`src/rtl/vga_pkg.sv`:
```
// Shared constants and helpers for the VGA pixel pipeline stages.
package vga_pkg;
  localparam int RGB_W = 12;
  localparam int HV_W  = 11;
  localparam logic [RGB_W-1:0] KEY_RGB_DEF = 12'hF0F;

  // Clearing the lowest set bit leaves something only if two or more bits were set.
  function automatic logic popcount_ge2(input logic [7:0] v);
    return (v & (v - 8'd1)) != 8'd0;
  endfunction
endpackage

```
`src/rtl/delay.sv`:
```
// Fixed-latency register pipeline used to align timing/colour with ROM data.
module delay #(
  parameter int WIDTH   = 8,
  parameter int CLK_DEL = 1
) (
  input  logic             clk,
  input  logic             rst,
  input  logic [WIDTH-1:0] din,
  output logic [WIDTH-1:0] dout
);
  generate
    if (CLK_DEL == 0) begin : g_wire
      assign dout = din;
    end else begin : g_pipe
      logic [WIDTH-1:0] pipe [CLK_DEL];
      always_ff @(posedge clk) begin
        if (rst) begin
          for (int i = 0; i < CLK_DEL; i++) pipe[i] <= '0;
        end else begin
          pipe[0] <= din;
          for (int i = 1; i < CLK_DEL; i++) pipe[i] <= pipe[i-1];
        end
      end
      assign dout = pipe[CLK_DEL-1];
    end
  endgenerate
endmodule

```
`src/rtl/sprite_hit.sv`:
```
// Per-sprite frame-latched position, half-open box test and ROM address.
module sprite_hit
  import vga_pkg::*;
#(
  parameter int COORD_W    = 12,
  parameter int SPR_W_LOG2 = 4,
  parameter int SPR_H_LOG2 = 4
) (
  input  logic                             pclk,
  input  logic                             rst,
  input  logic                             boundary,
  input  logic [COORD_W-1:0]               xpos,
  input  logic [COORD_W-1:0]               ypos,
  input  logic                             en,
  input  logic [HV_W-1:0]                  hcount,
  input  logic [HV_W-1:0]                  vcount,
  output logic                             in_box,
  output logic [SPR_W_LOG2+SPR_H_LOG2-1:0] addr
);
  logic [COORD_W-1:0] x_sh, y_sh;
  logic               en_sh;

  always_ff @(posedge pclk) begin
    if (rst) begin
      x_sh  <= '0;
      y_sh  <= '0;
      en_sh <= 1'b0;
    end else if (boundary) begin
      x_sh  <= xpos;
      y_sh  <= ypos;
      en_sh <= en;
    end
  end

  // One extra bit so the right/bottom edge never wraps back into range.
  logic [COORD_W:0] h_ext, v_ext, x_ext, y_ext, x_end, y_end;
  assign h_ext = {{(COORD_W+1-HV_W){1'b0}}, hcount};
  assign v_ext = {{(COORD_W+1-HV_W){1'b0}}, vcount};
  assign x_ext = {1'b0, x_sh};
  assign y_ext = {1'b0, y_sh};
  assign x_end = x_ext + (COORD_W+1)'(1 << SPR_W_LOG2);
  assign y_end = y_ext + (COORD_W+1)'(1 << SPR_H_LOG2);

  assign in_box = en_sh && (h_ext >= x_ext) && (h_ext < x_end)
                        && (v_ext >= y_ext) && (v_ext < y_end);

  logic [SPR_W_LOG2-1:0] col;
  logic [SPR_H_LOG2-1:0] row;
  assign col  = hcount[SPR_W_LOG2-1:0] - x_sh[SPR_W_LOG2-1:0];
  assign row  = vcount[SPR_H_LOG2-1:0] - y_sh[SPR_H_LOG2-1:0];
  assign addr = rst ? '0 : {row, col};
endmodule

```
`src/rtl/vga_draw_sprites.sv`:
```
// Multi-sprite overlay: colour-key transparency, index priority, per-frame collision flags.
module vga_draw_sprites
  import vga_pkg::*;
#(
  parameter int               N_SPR      = 2,
  parameter int               SPR_W_LOG2 = 4,
  parameter int               SPR_H_LOG2 = 4,
  parameter int               ROM_LAT    = 1,
  parameter logic [RGB_W-1:0] KEY_RGB    = KEY_RGB_DEF,
  parameter int               COORD_W    = 12
) (
  input  logic                                           pclk,
  input  logic                                           rst,
  input  logic [HV_W-1:0]                                hcount_in,
  input  logic                                           hsync_in,
  input  logic                                           hblnk_in,
  input  logic [HV_W-1:0]                                vcount_in,
  input  logic                                           vsync_in,
  input  logic                                           vblnk_in,
  input  logic [RGB_W-1:0]                               rgb_in,
  input  logic [N_SPR*COORD_W-1:0]                       xpos,
  input  logic [N_SPR*COORD_W-1:0]                       ypos,
  input  logic [N_SPR-1:0]                               spr_en,
  input  logic [N_SPR*RGB_W-1:0]                         rgb_pixel,
  output logic [N_SPR*(SPR_W_LOG2+SPR_H_LOG2)-1:0]       pixel_addr,
  output logic [HV_W-1:0]                                hcount_out,
  output logic                                           hsync_out,
  output logic                                           hblnk_out,
  output logic [HV_W-1:0]                                vcount_out,
  output logic                                           vsync_out,
  output logic                                           vblnk_out,
  output logic [RGB_W-1:0]                               rgb_out,
  output logic                                           collision,
  output logic [N_SPR-1:0]                               hit_mask
);
  localparam int AW = SPR_W_LOG2 + SPR_H_LOG2;
  localparam int DW = 38 + N_SPR;

  // Held high through reset so a reset inside vblank cannot fake a boundary.
  logic vblnk_prev, boundary;
  always_ff @(posedge pclk) begin
    if (rst) vblnk_prev <= 1'b1;
    else     vblnk_prev <= vblnk_in;
  end
  assign boundary = vblnk_in && !vblnk_prev;

  logic [N_SPR-1:0] in_box;
  generate
    for (genvar g = 0; g < N_SPR; g++) begin : g_spr
      sprite_hit #(
        .COORD_W   (COORD_W),
        .SPR_W_LOG2(SPR_W_LOG2),
        .SPR_H_LOG2(SPR_H_LOG2)
      ) u_hit (
        .pclk    (pclk),
        .rst     (rst),
        .boundary(boundary),
        .xpos    (xpos[g*COORD_W +: COORD_W]),
        .ypos    (ypos[g*COORD_W +: COORD_W]),
        .en      (spr_en[g]),
        .hcount  (hcount_in),
        .vcount  (vcount_in),
        .in_box  (in_box[g]),
        .addr    (pixel_addr[g*AW +: AW])
      );
    end
  endgenerate

  logic [DW-1:0]    dly_in, dly_out;
  logic [N_SPR-1:0] in_d;
  logic [RGB_W-1:0] rgb_d;
  logic [HV_W-1:0]  hcount_d, vcount_d;
  logic             hsync_d, hblnk_d, vsync_d, vblnk_d;

  assign dly_in = {in_box, rgb_in, hcount_in, hsync_in, hblnk_in, vcount_in, vsync_in, vblnk_in};
  assign {in_d, rgb_d, hcount_d, hsync_d, hblnk_d, vcount_d, vsync_d, vblnk_d} = dly_out;

  delay #(
    .WIDTH  (DW),
    .CLK_DEL(ROM_LAT)
  ) u_delay (
    .clk (pclk),
    .rst (rst),
    .din (dly_in),
    .dout(dly_out)
  );

  logic [N_SPR-1:0] opaque;
  logic [RGB_W-1:0] nxt;
  logic             blank_d;

  assign blank_d = hblnk_d || vblnk_d;

  // Descending scan so the lowest opaque index is the last (winning) write.
  always_comb begin
    opaque = '0;
    nxt    = rgb_d;
    for (int i = N_SPR - 1; i >= 0; i--) begin
      opaque[i] = in_d[i] && (rgb_pixel[i*RGB_W +: RGB_W] != KEY_RGB);
      if (opaque[i]) nxt = rgb_pixel[i*RGB_W +: RGB_W];
    end
    if (blank_d) nxt = '0;
  end

  logic             acc_any;
  logic [N_SPR-1:0] acc_mask;

  always_ff @(posedge pclk) begin
    if (rst) begin
      rgb_out    <= '0;
      hcount_out <= '0;
      hsync_out  <= 1'b0;
      hblnk_out  <= 1'b0;
      vcount_out <= '0;
      vsync_out  <= 1'b0;
      vblnk_out  <= 1'b0;
      collision  <= 1'b0;
      hit_mask   <= '0;
      acc_any    <= 1'b0;
      acc_mask   <= '0;
    end else begin
      rgb_out    <= nxt;
      hcount_out <= hcount_d;
      hsync_out  <= hsync_d;
      hblnk_out  <= hblnk_d;
      vcount_out <= vcount_d;
      vsync_out  <= vsync_d;
      vblnk_out  <= vblnk_d;
      if (boundary) begin
        collision <= acc_any;
        hit_mask  <= acc_mask;
        acc_any   <= 1'b0;
        acc_mask  <= '0;
      end else if (!blank_d && popcount_ge2(8'(opaque))) begin
        acc_any  <= 1'b1;
        acc_mask <= acc_mask | opaque;
      end
    end
  end
endmodule

```
`config.mk`:
```
export PLATFORM = sky130hd
export DESIGN_NAME = vga_draw_sprites
export DESIGN_NICKNAME = d
export VERILOG_FILES = /design/src/rtl/vga_pkg.sv /design/src/rtl/delay.sv /design/src/rtl/sprite_hit.sv /design/src/rtl/vga_draw_sprites.sv
export SDC_FILE = /design/constraint.sdc
export NUM_CORES = 1
export LEC_CHECK = 0
export CAP_MARGIN = 0
export CORE_MARGIN = 10
export CORE_UTILIZATION = 52
export DETAILED_ROUTE_END_ITERATION = 16
export PLACE_DENSITY = 0.86
export SYNTH_ARGS = -nofsm -noshare
export SYNTH_HDL_FRONTEND = slang
export SYNTH_SLANG_ARGS = --single-unit
```
`constraint.sdc`:
```
create_clock -name pclk -period 6.95 [get_ports pclk]
set_input_delay 2.085 -clock pclk [delete_from_list [all_inputs] [get_ports pclk]]
set_output_delay 2.085 -clock pclk [all_outputs]
set_load 0.02 [all_outputs]
```
==> Word-level counts from Yosys, hierarchy flattened <==
Memories as Yosys holds them, arrays and structs flattened.
Index checks and enable logic that the tools add are counted.
W data, S select, Z words.
{ "totals": {"register_bits": 95, "ramBits": 40, "out_inout_bits": 57, "mem_count": 1} }
{ "classes": {"n_addsub": 9, "magnitude_cmp": 8, "eq_ne": 2, "n_mux": 9, "bitwise": 2, "n_reduce_logical": 19} }
{ "memory_table": {"columns": ["name", "depth", "word_bits", "rd", "rd_ports_with_merged_regs", "wr", "line_no", "source"], "rows": [
  ["u_delay.g_pipe.pipe", 1, 40, 1, 0, 1, "delay.sv:15", "logic [WIDTH-1:0] pipe [CLK_DEL];"]
]} }
{ "op_table": {"columns": ["op", "count"], "rows": [
  ["$add A12 B5 Y13 const B", 4],
  ["$lt A11 B13 Y1", 4],
  ["$ge A11 B12 Y1", 4],
  ["$mux W40", 1],
  ["$reduce_or A40 Y1", 1],
  ["$mux W12", 2],
  ["$ne A12 B12 Y1 const B", 2],
  ["$mux W8", 2],
  ["$sub A4 B4 Y4", 4],
  ["$logic_and A1 B1 Y1", 12],
  ["$and A2 B8 Y8", 1],
  ["$reduce_bool A8 Y1", 1],
  ["$mux W1", 4],
  ["$reduce_or A2 Y1", 2],
  ["$sub A2 B1 Y3 const B", 1],
  ["$logic_not A1 Y1", 2],
  ["$or A2 B2 Y2", 1],
  ["$logic_or A1 B1 Y1", 1]
]} }

==> Logic depth before layout (Yosys ltp) <==
Gate-level depths: netlist of the first run.
{ "logic_depth": {"word_depth": 6, "depth_mapped": 10, "ltp_nobuf": 10} }

==> Modules after synthesis <==
Synthesis of the first run repeated with hierarchy kept, for this count alone.
{ "hier_totals": {"hier_cells": 758, "hier_area_um2": 7135.6} }
{ "modules_own_cells": {"columns": ["mod", "n_inst", "cells_per_inst", "area_each_um2", "seq_area_each_um2"], "rows": [
  ["sprite_hit at g_spr[1].u_hit", 1, 251, 2174.6, 500.5],
  ["sprite_hit at g_spr[0].u_hit", 1, 252, 2120.8, 500.5],
  ["vga_draw_sprites", 1, 171, 1684.1, 900.9],
  ["delay", 1, 84, 1156.1, 800.8]
]} }

==> Least setup slack after synthesis of the first run <==
OpenSTA, ideal clock, no wires.
{ "synth_path": {"path_kind": "input to output", "from": "input hcount_in[1]", "to": "output pixel_addr[3]", "t_arrival_ns": 3.308, "required_time_ns": 4.865, "setup_slack_ns": 1.557, "stages": 4, "n_path_buf": 0, "cell_sequence": "ha_1 nor2b_1 o31a_1 a211oi_1"} }
{ "synth_via": {"elab_chain_len": 2} }
{ "synth_lines": {"columns": ["element", "line_no", "source"], "rows": [
  ["start: declaration", "vga_draw_sprites.sv:14", "input logic [HV_W-1:0] hcount_in,"],
  ["$sub A4 B4 Y4", "sprite_hit.sv:49", "assign col = hcount[SPR_W_LOG2-1:0] - x_sh[SPR_W_LOG2-1:0];"],
  ["$mux W8", "sprite_hit.sv:51", "assign addr = rst ? '0 : {row, col};"],
  ["end: declaration", "vga_draw_sprites.sv:25", "output logic [N_SPR*(SPR_W_LOG2+SPR_H_LOG2)-1:0] pixel_addr,"]
]} }
No other way between the ends.

==> Worst setup path in the final report of the first run <==
{ "layout_path": {"from": "input hcount_in[1]", "to": "output pixel_addr[11]"} }
The elaborated chain is that of the path after synthesis.

==> out/results.md, run 1 <==
| Step | Metric | Reported |
| --- | --- | --- |
| final layout | Area growth from synthesis to layout | 36.3% |
| clock tree | Depth of the CTS H-tree | 4 |
| final layout | Area of all placed cells without fillers | 9250 µm² |
| synth | Primary flip-flop cell chosen by synthesis mapping | sky130_fd_sc_hd__dfxtp_1 |
| synth | Synth Area per Inst | 8.75 µm² |
| sta | Total setup violations reported at the end of the flow | 0 |
| grt | Global-route total usage across every layer | 20.8% |
| outcome | Outcome | finished, final reports clean |
| floorplanning | DIE AREA | 18,000 µm² |
| setup path | Crit Reg-Reg Startpoint | g_spr[0].u_hit.y_sh[0]$_SDFFE_PP0P_ |
| final layout | Final core utilization | 72.7% |
| final layout | Fill cells | 969 |
| grt | Largest net degree at the start of global routing | 88 |
| worst hold path | Worst hold path class | reg -> reg |
| floorplanning | Die Y-Extent | 134 µm |
| detailed routing | Number of design rule violations left after detail routing | 0 |
| synth | Number of standard cells after synthesis | 776 |
| setup path | Worst path arrival time | 4320 ps |
| detailed routing | Final Routed Wirelength | 18.7 mm |
| setup path | Length in cells of the worst reg-to-reg path | 8 |
| pwr | Worst IR drop on VDD | 0.150 mV |
| sta | Top achievable clock speed | 0.156 GHz |
| pwr | Switching part of the total | 23.3% |
| detailed routing | Total via count in the routed design | 5,854 |
| synth | Async set-or-reset flop fraction in the synthesized netlist | 0% |
| synth | Number of enable flip-flop cells after synthesis | 0 |
| clock tree | Number of setup buffers added after CTS | 0 |
| sta | Setup TNS | 0 ps |
| sta | Worst hold slack | 433 ps |
| sta | Final worst path period need | 6400 ps |
| sta | Setup repair after global routing missed its margin | no |
| sta | Worst clock skew on the final layout | 6.30 ps |
| sta | Max-slew headroom | 22.8% |
| clock tree | Register clock-pin slew on the reported worst setup and hold paths | 50 ps |
| grt | Global-route wire length before repair | 30.2 mm |
| clock tree | Clock insertion delay at the later pin of the skew report | 410 ps |
| pwr | Internal power | 1.62 mW |
| setup path | Highest net fanout along the worst path | 3 |
| final layout | Fraction of final layout cells sized beyond drive strength 1 | 5.27% |
| pwr | Share of power burned in the clock network | 47.0% |
| detailed routing | Count of antenna-violating nets left after detailed routing | 0 |
| grt | Antenna violations before repair | 0 |
| setup path | Worst setup path start | hcount_in[1] |
| floorplanning | Placeable Area | 12,700 µm² |
| setup path | Worst R2R Setup Slack | 4220 ps |
| detailed routing | Pre-Repair DR Iteration Count | 4 |
| setup path | Worst reg2reg endpoint | u_delay.g_pipe.pipe[0][38]$_SDFF_PP0_ |
| setup path | Critical setup path kind | in -> out |
| setup path | Required time at the endpoint of the critical path | 4870 ps |
| final layout | Antenna fix cells | 0 |
| synth | Post-synthesis sequential area ratio | 39.8% |
| setup path | Element type at the critical path end | output pin |
| pwr | Net Switching | 0.492 mW |
| grt | Via count of the first global-routing pass | 6,031 |
| sta | Hold violation total from the final report | 0 |
| clock tree | Maximum clock insertion buffer count | 2 |
| pwr | Total power density per cell area | 228 nW/µm² |
| floorplanning | Starting density of the core | 53.4% |
| synth | Synthesized net count | 970 |
| sta | Count of final max-slew check failures | 0 |
| synth | Seq cells post-synth | 135 |
| floorplanning | Boundary Pins | 171 |
| sta | Period utilization | 92.1% |
| synth | Total standard cell area after synthesis | 6790 µm² |
| pwr | Leakage | 3.57 nW |
| job | Max-cap check violation count | 0 |
| placed design | Routability-driven placement congestion ratio | 0.838 |
| detailed routing | Starting DRT DRC Count | 384 |
| pwr | Reg power frac | 38.9% |
| final layout | Number of nets in the layout | 1,130 |
| clock tree | Clock sink count | 135 |
| detailed routing | Average routed wire per standard cell | 16.6 µm |
| setup path | Capturing instance or port of the critical path | pixel_addr[11] |
| grt | Total gr overflow | 0 |
| placed design | Placement-stage cell area | 8600 µm² |
| floorplanning | Number of rows created at floorplan | 41 |
| pwr | Combinational share of power | 14.1% |
| placed design | Count of buffers inserted at the top-level ports | 170 |
| sta | Slew of the pin with the lowest slew margin | 1160 ps |
| synth | Library cells used by synthesis | 53 |
| clock tree | TritonCTS clock tree | built |
| clock tree | Count of hold buffers inserted by post-cts repair | 0 |
| synth | Yosys warning count | 0 |
| placed design | Half-perimeter wire length after detailed placement | 14.0 mm |
| detailed routing | Number of vias per cell after detailed routing | 5.22 |
| clock tree | CTS root buf | sky130_fd_sc_hd__clkbuf_16 |
| floorplanning | Die Width | 134 µm |
| setup path | Startpoint kind of the worst setup timing path | input port |
| clock tree | Post-cts repair resize count | 0 |
| clock tree | Cts bufs inserted | 17 |
[sequential cells by signal (all words and copies together) (netlist names), 2 cells and up]
name	cells
g_spr.u_hit.x_sh	24
u_delay.g_pipe.pipe	40
rgb_out	12
g_spr.u_hit.y_sh	24
hit_mask	2
g_spr.u_hit.en_sh	2
hcount_out	11
acc_mask	2
vcount_out	11
[layer usage]
metal / part of all wire, % / vias up / track usage, %
li1: - / 2952 / -
met1: 44 / 2676 / 24.9
met2: 46 / 197 / 33.0
met3: 8.7 / 29 / 7.62
met4: 2.1 / 0 / 8.46
met5: 0 / - / 0
[metrics by stage]
step                      power (mW)  cells  setup slack (ps)
after CTS                       2.12   1121               525
after global placement          1.12   1089               543
final                           2.11   1121               546
after global routing            2.19   1121               470
after detailed placement        1.13   1089               536
after floorplan                0.986    776              1560
[critical path, cell delays in order]
cell and delay [ps]:
sky130_fd_sc_hd__clkdlybuf4s50_1 490, sky130_fd_sc_hd__ha_1 340, sky130_fd_sc_hd__nor2b_1 150, sky130_fd_sc_hd__o31ai_1 260
sky130_fd_sc_hd__nor3b_1 320, sky130_fd_sc_hd__clkdlybuf4s50_1 680
[cells in the mapped netlist (3+ instances only)]
cell,instances,area share [%]
sky130_fd_sc_hd__inv_1,50,2.8
sky130_fd_sc_hd__xor2_1,4,0.52
sky130_fd_sc_hd__nor2b_1,65,6.0
sky130_fd_sc_hd__nand2b_1,4,0.37
sky130_fd_sc_hd__and3_1,5,0.46
sky130_fd_sc_hd__nor3_1,6,0.44
sky130_fd_sc_hd__o31a_1,3,0.39
sky130_fd_sc_hd__ha_1,76,14
sky130_fd_sc_hd__dfxtp_1,135,40
sky130_fd_sc_hd__o21a_1,11,1.2
sky130_fd_sc_hd__nand4_1,5,0.46
sky130_fd_sc_hd__buf_1,4,0.22
sky130_fd_sc_hd__a21o_1,6,0.66
sky130_fd_sc_hd__mux2i_1,12,1.8
sky130_fd_sc_hd__fa_1,4,1.2
sky130_fd_sc_hd__nand2_1,128,7.1
sky130_fd_sc_hd__nand4b_1,5,0.64
sky130_fd_sc_hd__clkbuf_1,24,1.3
sky130_fd_sc_hd__nand3_1,19,1.4
sky130_fd_sc_hd__a21oi_1,79,5.8
sky130_fd_sc_hd__o21ai_0,15,1.1
sky130_fd_sc_hd__a211oi_1,9,0.99
sky130_fd_sc_hd__xnor2_1,20,2.6
sky130_fd_sc_hd__nor2_1,40,2.2
sky130_fd_sc_hd__a211oi_2,7,1.3
[cell families after synthesis]
group	count (synthesis)	synth area share [%]
buffers and inverters	82	4.74
adders and majority gates	80	15.2
muxes	12	1.77
DFF	135	39.8
and+or+nand+nor	291	20.9
xor gates and xnor gates	24	3.10
AOI/OAI and AO/OA	152	14.5
[power by group through the flow]
stage	Clock [mW]	Combinational, mW	Sequential [mW]
after global placement	0	0.287	0.835
after floorplan	0	0.143	0.843
after global routing	1.04	0.330	0.823
final	0.989	0.298	0.820
after CTS	1.00	0.299	0.820
after detailed placement	0	0.294	0.836
[worst min-delay path by stage]
stage | startpoint | endpoint | slack (ps) | cells after the start
final | u_delay.g_pipe.pipe[0][22]$_SDFF_PP0_ | hcount_out[7]$_SDFF_PP0_ | 430 | 1
after global routing | u_delay.g_pipe.pipe[0][12]$_SDFF_PP0_ | vcount_out[10]$_SDFF_PP0_ | 450 | 1
after CTS | u_delay.g_pipe.pipe[0][22]$_SDFF_PP0_ | hcount_out[7]$_SDFF_PP0_ | 430 | 1
after detailed placement | u_delay.g_pipe.pipe[0][5]$_SDFF_PP0_ | vcount_out[3]$_SDFF_PP0_ | 420 | 1
after global placement | u_delay.g_pipe.pipe[0][14]$_SDFF_PP0_ | hsync_out$_SDFF_PP0_ | 420 | 1
after floorplan | u_delay.g_pipe.pipe[0][15]$_SDFF_PP0_ | hcount_out[0]$_SDFF_PP0_ | 410 | 1
[layout make-up]
type	count	area [µm²]	area share [%]
Timing Repair Buffer	172	1710	18.5
Clock buffer	22	464	5.02
Clock inverter	10	190	2.06
Multi-Input combinational cell	559	3780	40.8
Sequential cell	135	2700	29.2
Inverter	51	191	2.07
Tap cell	172	215	2.33
[layout by cell type, fill, tap and decap left out, types with 5 or more instances in the layout]
| cell | count |
|---|---|
| sky130_fd_sc_hd__nor3_1 | 6 |
| sky130_fd_sc_hd__nand3_1 | 19 |
| sky130_fd_sc_hd__nand4b_1 | 5 |
| sky130_fd_sc_hd__ha_1 | 76 |
| sky130_fd_sc_hd__nor2b_1 | 64 |
| sky130_fd_sc_hd__clkbuf_16 | 17 |
| sky130_fd_sc_hd__xnor2_1 | 20 |
| sky130_fd_sc_hd__nand4_1 | 5 |
| sky130_fd_sc_hd__a211oi_1 | 9 |
| sky130_fd_sc_hd__and3_1 | 5 |
| sky130_fd_sc_hd__inv_1 | 50 |
| sky130_fd_sc_hd__mux2i_1 | 12 |
| sky130_fd_sc_hd__a211oi_2 | 7 |
| sky130_fd_sc_hd__a21oi_1 | 79 |
| sky130_fd_sc_hd__dfxtp_1 | 135 |
| sky130_fd_sc_hd__clkdlybuf4s50_1 | 169 |
| sky130_fd_sc_hd__nand2_1 | 128 |
| sky130_fd_sc_hd__a21o_1 | 6 |
| sky130_fd_sc_hd__bufinv_16 | 5 |
| sky130_fd_sc_hd__nor2_1 | 40 |
| sky130_fd_sc_hd__o21ai_0 | 15 |
| sky130_fd_sc_hd__o21a_1 | 11 |
(Power assumes the default switching activity.)
==> run 2: changes to the inputs <==
--- a/config.mk
+++ b/config.mk
@@ -9,7 +9,8 @@
 export CORE_MARGIN = 10
 export CORE_UTILIZATION = 52
 export DETAILED_ROUTE_END_ITERATION = 16
-export PLACE_DENSITY = 0.86
+export GPL_TIMING_DRIVEN = 0
+export PLACE_DENSITY_LB_ADDON = 0.2
 export SYNTH_ARGS = -nofsm -noshare
 export SYNTH_HDL_FRONTEND = slang
 export SYNTH_SLANG_ARGS = --single-unit
==> run 2 against run 1 <==
  * Clock power down 8.1%
  * Cell area up 0.62%
  * Combinational power up 2%
  * Clock-buffer cell count unchanged
  * Global-route usage up 0.68 points
  * Highest routed layer unchanged
==> out/results.md, run 2 (synthesis results as in run 1) <==
| Step | Metric | Reported |
| --- | --- | --- |
| clock tree | TritonCTS clock tree | built |
| pwr | Total power density per cell area | 218 nW/µm² |
| detailed routing | Number of vias per cell after detailed routing | 5.17 |
| placed design | Instance count after placement with tap cells included | 1,118 |
| pwr | Leakage | 3.58 nW |
| detailed routing | Average routed wire per standard cell | 16.9 µm |
| sta | Worst clock skew on the final layout | 5.00 ps |
| detailed routing | Count of antenna-violating nets left after detailed routing | 0 |
| pwr | Post-route total power | 2.03 mW |
| detailed routing | Total via count in the routed design | 5,947 |
| pwr | Share of power burned in the clock network | 44.8% |
| grt | Global-route wire length before repair | 30.7 mm |
| setup path | Element type at the critical path end | output pin |
| worst hold path | Count of cells along the worst hold path | 1 |
| floorplanning | Starting density of the core | 53.4% |
| final layout | Register with the most flip-flops | u_delay.g_pipe.pipe |
| grt | Via count of the first global-routing pass | 5,975 |
| final layout | Max FFs per register | 40 |
| floorplanning | Die Y-Extent | 134 µm |
| setup path | Critical setup path kind | in -> out |
| grt | Global-route total usage across every layer | 21.5% |
| final layout | Non-filler instance count after layout | 1,150 |
| final layout | Most common cell after layout, fill and taps aside | sky130_fd_sc_hd__clkdlybuf4s50_1 |
| setup path | Length in cells of the worst reg-to-reg path | 10 |
| setup path | Highest net fanout along the worst path | 10 |
| final layout | Fraction of final layout cells sized beyond drive strength 1 | 5.11% |
| pwr | Net Switching | 0.507 mW |
| placed design | Half-perimeter wire length after detailed placement | 15.3 mm |
| placed design | Routability-driven placement congestion ratio | 0.885 |
| placed design | Count of buffers inserted at the top-level ports | 170 |
| sta | Slew of the pin with the lowest slew margin | 682 ps |
| pwr | Combinational share of power | 14.9% |
| final layout | Final core utilization | 73.2% |
| clock tree | Post-cts repair resize count | 0 |
| clock tree | Register clock-pin slew on the reported worst setup and hold paths | 60 ps |
| final layout | Antenna fix cells | 0 |
| detailed routing | Pre-Repair DR Iteration Count | 5 |
| sta | Setup repair after global routing missed its margin | no |
| sta | Total setup violations reported at the end of the flow | 0 |
| job | Max-cap check violation count | 0 |
| detailed routing | Number of design rule violations left after detail routing | 0 |
| floorplanning | Placeable Area | 12,700 µm² |
| clock tree | Count of hold buffers inserted by post-cts repair | 0 |
| pwr | Internal power | 1.53 mW |
| setup path | Required time at the endpoint of the critical path | 4870 ps |
| floorplanning | Die Width | 134 µm |
| sta | Period utilization | 97.5% |
| final layout | Commonest non-fill, non-tap cells in the layout | sky130_fd_sc_hd__clkdlybuf4s50_1, sky130_fd_sc_hd__dfxtp_1, sky130_fd_sc_hd__nand2_1 |
| grt | Antenna violations before repair | 0 |
| worst hold path | Worst hold path class | reg -> reg |
| clock tree | CTS root buf | sky130_fd_sc_hd__clkbuf_16 |
| pwr | Switching part of the total | 24.9% |
| clock tree | Depth of the CTS H-tree | 4 |
| clock tree | Maximum clock insertion buffer count | 2 |
| final layout | Registers with the most flip-flops | u_delay.g_pipe.pipe: 40 flops, g_spr.u_hit.x_sh: 24 flops, g_spr.u_hit.y_sh: 24 flops |
| floorplanning | Boundary Pins | 171 |
| detailed routing | Starting DRT DRC Count | 324 |
| pwr | Worst IR drop on VDD | 0.147 mV |
| sta | Final worst path period need | 6780 ps |
| setup path | Worst path arrival time | 4690 ps |
| clock tree | Clock sink count | 135 |
| grt | Largest net degree at the start of global routing | 17 |
| final layout | Area growth from synthesis to layout | 37.1% |
| sta | Count of final max-slew check failures | 0 |
| sta | Max-slew headroom | 54.5% |
| clock tree | Clock insertion delay at the later pin of the skew report | 420 ps |
| final layout | Number of nets in the layout | 1,159 |
| detailed routing | Final Routed Wirelength | 19.4 mm |
| pwr | Reg power frac | 40.3% |
| clock tree | Cts bufs inserted | 17 |
| sta | Hold violation total from the final report | 0 |
| grt | Total gr overflow | 0 |
| sta | Top achievable clock speed | 0.148 GHz |
| sta | Setup TNS | 0 ps |
| clock tree | Number of setup buffers added after CTS | 0 |
| floorplanning | DIE AREA | 18,000 µm² |
| setup path | Startpoint kind of the worst setup timing path | input port |
| floorplanning | Number of rows created at floorplan | 41 |
| outcome | Outcome | finished, final reports clean |
==> run 2: cell types whose count changed in the layout (fill, tap and decap cells not counted), moves of 3 or more <==
| cell | previous run | this run |
|---|---|---|
| sky130_fd_sc_hd__clkbuf_1 | 3 | 25 |
| sky130_fd_sc_hd__buf_1 | 0 | 4 |
| sky130_fd_sc_hd__clkinv_4 | 0 | 4 |
| sky130_fd_sc_hd__buf_4 | 3 | 0 |
| sky130_fd_sc_hd__bufinv_16 | 5 | 2 |
==> run 2: final timing paths <==
kind                                                           start                                     to  slack (ps)
worst max-delay path                                             rst                          pixel_addr[8]         170
worst max register to register   g_spr[0].u_hit.y_sh[4]$_SDFFE_PP0P_  u_delay.g_pipe.pipe[0][38]$_SDFF_PP0_        4370
worst min register to register  u_delay.g_pipe.pipe[0][8]$_SDFF_PP0_               vcount_out[6]$_SDFF_PP0_         430
worst min-delay path            u_delay.g_pipe.pipe[0][8]$_SDFF_PP0_               vcount_out[6]$_SDFF_PP0_         430
==> run 2: area by class of cell <==
type	instances	area, µm²
buffer	31	130
sequential	135	2700
timing repair buffer	170	1700
inverter	51	191
clock inverter	10	120
clock buffer	22	484
multi-input combinational	559	3770
tap	172	215
fill	1042	3410
==> run 2: critical path, stage by stage <==
cell	delay (ps)
sky130_fd_sc_hd__clkdlybuf4s50_1	540
sky130_fd_sc_hd__clkbuf_1	360
sky130_fd_sc_hd__buf_1	520
sky130_fd_sc_hd__buf_1	450
sky130_fd_sc_hd__nor2_1	140
sky130_fd_sc_hd__clkdlybuf4s50_1	570
==> run 2: per-layer routing <==
layer,part of all wire (%),up-vias,wire length (µm),track usage (%)
met1,43,2688,8430,25.8
met3,8.4,25,1620,6.98
met2,46,231,9020,35.5
li1,-,3003,-,-
met5,0,-,0,0
met4,1.7,0,324,6.71
==> run 2: through the flow <==
step,hold slack (ps),setup WS [ps],instance area [µm²]
after global routing,450,65.3,9310
final,435,174,9310
after global placement,415,213,8710
after CTS,437,192,9310
after floorplan,414,1560,6790
after detailed placement,424,218,8710
==> run 2: power by group through the flow <==
stage	clock, mW	combinational (mW)	sequential, mW
after floorplan	0	0.143	0.843
after global placement	0	0.294	0.835
after detailed placement	0	0.300	0.836
after CTS	0.917	0.304	0.819
after global routing	0.949	0.336	0.823
final	0.909	0.303	0.819
==> run 3: changes to the inputs <==
--- a/config.mk
+++ b/config.mk
@@ -10,7 +10,8 @@
 export CORE_UTILIZATION = 52
 export DETAILED_ROUTE_END_ITERATION = 16
 export GPL_TIMING_DRIVEN = 0
-export PLACE_DENSITY_LB_ADDON = 0.2
+export PLACE_DENSITY = 0.94
 export SYNTH_ARGS = -nofsm -noshare
 export SYNTH_HDL_FRONTEND = slang
 export SYNTH_SLANG_ARGS = --single-unit
+export TNS_END_PERCENT = 10
==> run 3 against run 2 <==
  * Cell area increased by 0.13%
  * Critical path depth unchanged
  * Combinational power rose by 2%
  * Sequential power about the same
  * Cell count did not move
  * Global-route usage rose by 0.98 points
  * Fmax increased by 0.87%
  * Largest power group unchanged
==> out/results.md, run 3 (synthesis results as in run 1) <==
| Step | Metric | Reported |
| --- | --- | --- |
| clock tree | Depth of the CTS H-tree | 4 |
| setup path | Highest net fanout along the worst path | 10 |
| final layout | Most common cell after layout, fill and taps aside | sky130_fd_sc_hd__clkdlybuf4s50_1 |
| sta | Setup TNS | 0 ps |
| detailed routing | Average routed wire per standard cell | 17.8 µm |
| final layout | Fill cells | 976 |
| clock tree | Clock insertion delay at the later pin of the skew report | 430 ps |
| floorplanning | Die Width | 134 µm |
| floorplanning | Starting density of the core | 53.4% |
| clock tree | Clock sink count | 135 |
| floorplanning | Die Y-Extent | 134 µm |
| setup path | Critical setup path kind | in -> out |
| floorplanning | Boundary Pins | 171 |
| pwr | Leakage | 3.59 nW |
| final layout | Max FFs per register | 40 |
| sta | Hold violation total from the final report | 0 |
| grt | Via count of the first global-routing pass | 6,234 |
| sta | Worst clock skew on the final layout | 6.39 ps |
| setup path | CP bufs+invs | 5 |
| floorplanning | Placeable Area | 12,700 µm² |
| clock tree | Number of setup buffers added after CTS | 0 |
| detailed routing | Count of antenna-violating nets left after detailed routing | 0 |
| placed design | Routability-driven placement congestion ratio | 0.914 |
| setup path | Worst path arrival time | 4630 ps |
| pwr | Post-route total power | 2.06 mW |
| final layout | Antenna fix cells | 0 |
| clock tree | Post-cts repair resize count | 0 |
| setup path | Largest incremental delay on the critical path | 580 ps |
| setup path | Worst path top cell family by delay | buffers and inverters |
| detailed routing | Number of design rule violations left after detail routing | 0 |
| final layout | Area growth from synthesis to layout | 37.3% |
| grt | Largest net degree at the start of global routing | 17 |
| sta | Slew of the pin with the lowest slew margin | 670 ps |
| grt | Total gr overflow | 0 |
| outcome | Outcome | finished, final reports clean |
| grt | Global-route total usage across every layer | 22.5% |
| grt | Antenna violations before repair | 0 |
| clock tree | CTS root buf | sky130_fd_sc_hd__clkbuf_16 |
| worst hold path | Worst hold path class | reg -> reg |
| clock tree | Cts bufs inserted | 17 |
| placed design | Count of buffers inserted at the top-level ports | 170 |
| setup path | Startpoint kind of the worst setup timing path | input port |
| detailed routing | Starting DRT DRC Count | 309 |
| clock tree | Count of hold buffers inserted by post-cts repair | 0 |
| detailed routing | Total via count in the routed design | 6,117 |
| setup path | Element type at the critical path end | output pin |
| clock tree | Maximum clock insertion buffer count | 2 |
| sta | Period utilization | 96.7% |
| final layout | Register with the most flip-flops | u_delay.g_pipe.pipe |
| setup path | Cell with the largest stage delay on the worst path | sky130_fd_sc_hd__clkdlybuf4s50_1 |
| floorplanning | Number of rows created at floorplan | 41 |
| setup path | Required time at the endpoint of the critical path | 4870 ps |
| sta | Setup repair after global routing missed its margin | no |
| final layout | Non-filler instance count after layout | 1,150 |
| detailed routing | Final Routed Wirelength | 20.4 mm |
| sta | Total setup violations reported at the end of the flow | 0 |
| pwr | Total power density per cell area | 221 nW/µm² |
| placed design | Half-perimeter wire length after detailed placement | 16.0 mm |
| final layout | Final core utilization | 73.3% |
| final layout | Number of nets in the layout | 1,159 |
| final layout | Commonest non-fill, non-tap cells in the layout | sky130_fd_sc_hd__clkdlybuf4s50_1, sky130_fd_sc_hd__dfxtp_1, sky130_fd_sc_hd__nand2_1 |
| detailed routing | Pre-Repair DR Iteration Count | 5 |
| clock tree | Register clock-pin slew on the reported worst setup and hold paths | 60 ps |
| job | Max-cap check violation count | 0 |
| placed design | Instance count after placement with tap cells included | 1,118 |
| sta | Count of final max-slew check failures | 0 |
| final layout | Fraction of final layout cells sized beyond drive strength 1 | 5.21% |
| final layout | Registers with the most flip-flops | u_delay.g_pipe.pipe: 40 flops, g_spr.u_hit.x_sh: 24 flops, g_spr.u_hit.y_sh: 24 flops |
| clock tree | TritonCTS clock tree | built |
| sta | Top achievable clock speed | 0.149 GHz |
| sta | Max-slew headroom | 54.7% |
| sta | Final worst path period need | 6720 ps |
| setup path | Cell-by-cell trace of the critical path | clkdlybuf4s50_1 -> clkbuf_1 -> buf_1 -> buf_1 -> nor2_1 -> clkdlybuf4s50_1 |
| pwr | Worst IR drop on VDD | 0.118 mV |
| floorplanning | DIE AREA | 18,000 µm² |
| grt | Global-route wire length before repair | 31.9 mm |
| detailed routing | Number of vias per cell after detailed routing | 5.32 |
[run 3: cell types whose count changed in the layout (fill, tap and decap cells not counted)]
cell,change
sky130_fd_sc_hd__clkinv_2,+2
sky130_fd_sc_hd__clkinv_4,-2
sky130_fd_sc_hd__clkinvlp_4,+1
sky130_fd_sc_hd__clkbuf_8,-1
sky130_fd_sc_hd__bufinv_16,+1
sky130_fd_sc_hd__clkbuf_1,-1
[run 3: power by group]
part,internal [mW],switching [mW],leakage (nW),total [mW]
registers,0.805,0.0155,1.11,0.820
clock network,0.590,0.339,0.298,0.929
logic,0.155,0.154,2.18,0.308
total,1.55,0.508,3.59,2.06
[run 3: layout make-up]
cell class | count | area (µm²) | share of cell area (%)
sequential | 135 | 2700 | 29.0
timing repair buffer | 170 | 1700 | 18.3
clock inverter | 12 | 150 | 1.61
inverter | 51 | 191 | 2.05
buffer | 31 | 130 | 1.40
clock buffer | 20 | 467 | 5.01
multi-input combinational | 559 | 3770 | 40.4
tap | 172 | 215 | 2.31
[run 3: path summary, 6_finish.rpt]
kind              slack [ps]                               endpoint                                   from  depth (start not counted)
setup / recovery         230                          pixel_addr[9]                                    rst                          6
hold / removal           430               vcount_out[9]$_SDFF_PP0_  u_delay.g_pipe.pipe[0][11]$_SDFF_PP0_                          1
setup reg to reg        4260  u_delay.g_pipe.pipe[0][38]$_SDFF_PP0_    g_spr[0].u_hit.y_sh[4]$_SDFFE_PP0P_                          9
hold reg to reg          430               vcount_out[9]$_SDFF_PP0_  u_delay.g_pipe.pipe[0][11]$_SDFF_PP0_                          1
[run 3: worst register-to-register path: stages, from the launching register on]
cell                      delay, ps
sky130_fd_sc_hd__dfxtp_1        460
sky130_fd_sc_hd__ha_1           290
sky130_fd_sc_hd__nand3_1        120
sky130_fd_sc_hd__xnor2_1        140
sky130_fd_sc_hd__ha_1           290
sky130_fd_sc_hd__a21oi_1        130
sky130_fd_sc_hd__o21ai_0        140
sky130_fd_sc_hd__o21ai_1        190
sky130_fd_sc_hd__a21oi_1        130
sky130_fd_sc_hd__nor4b_1        640
[run 3: per-layer routing]
layer	share of wire [%]	vias to the layer above	global-route usage (%)	routed length, µm
met4	2.4	0	9.25	487
met2	47	268	37.8	9630
met3	10	43	7.99	2120
met5	0	-	0	0
met1	40	2794	25.2	8190
li1	-	3012	-	-
[run 3: metrics by stage]
step | instance area (µm²) | setup slack, ps | hold slack [ps]
after floorplan | 6790 | 1560 | 414
after global placement | 8710 | 294 | 419
after detailed placement | 8710 | 267 | 420
after CTS | 9320 | 256 | 434
after global routing | 9320 | 65.9 | 452
final | 9320 | 233 | 432
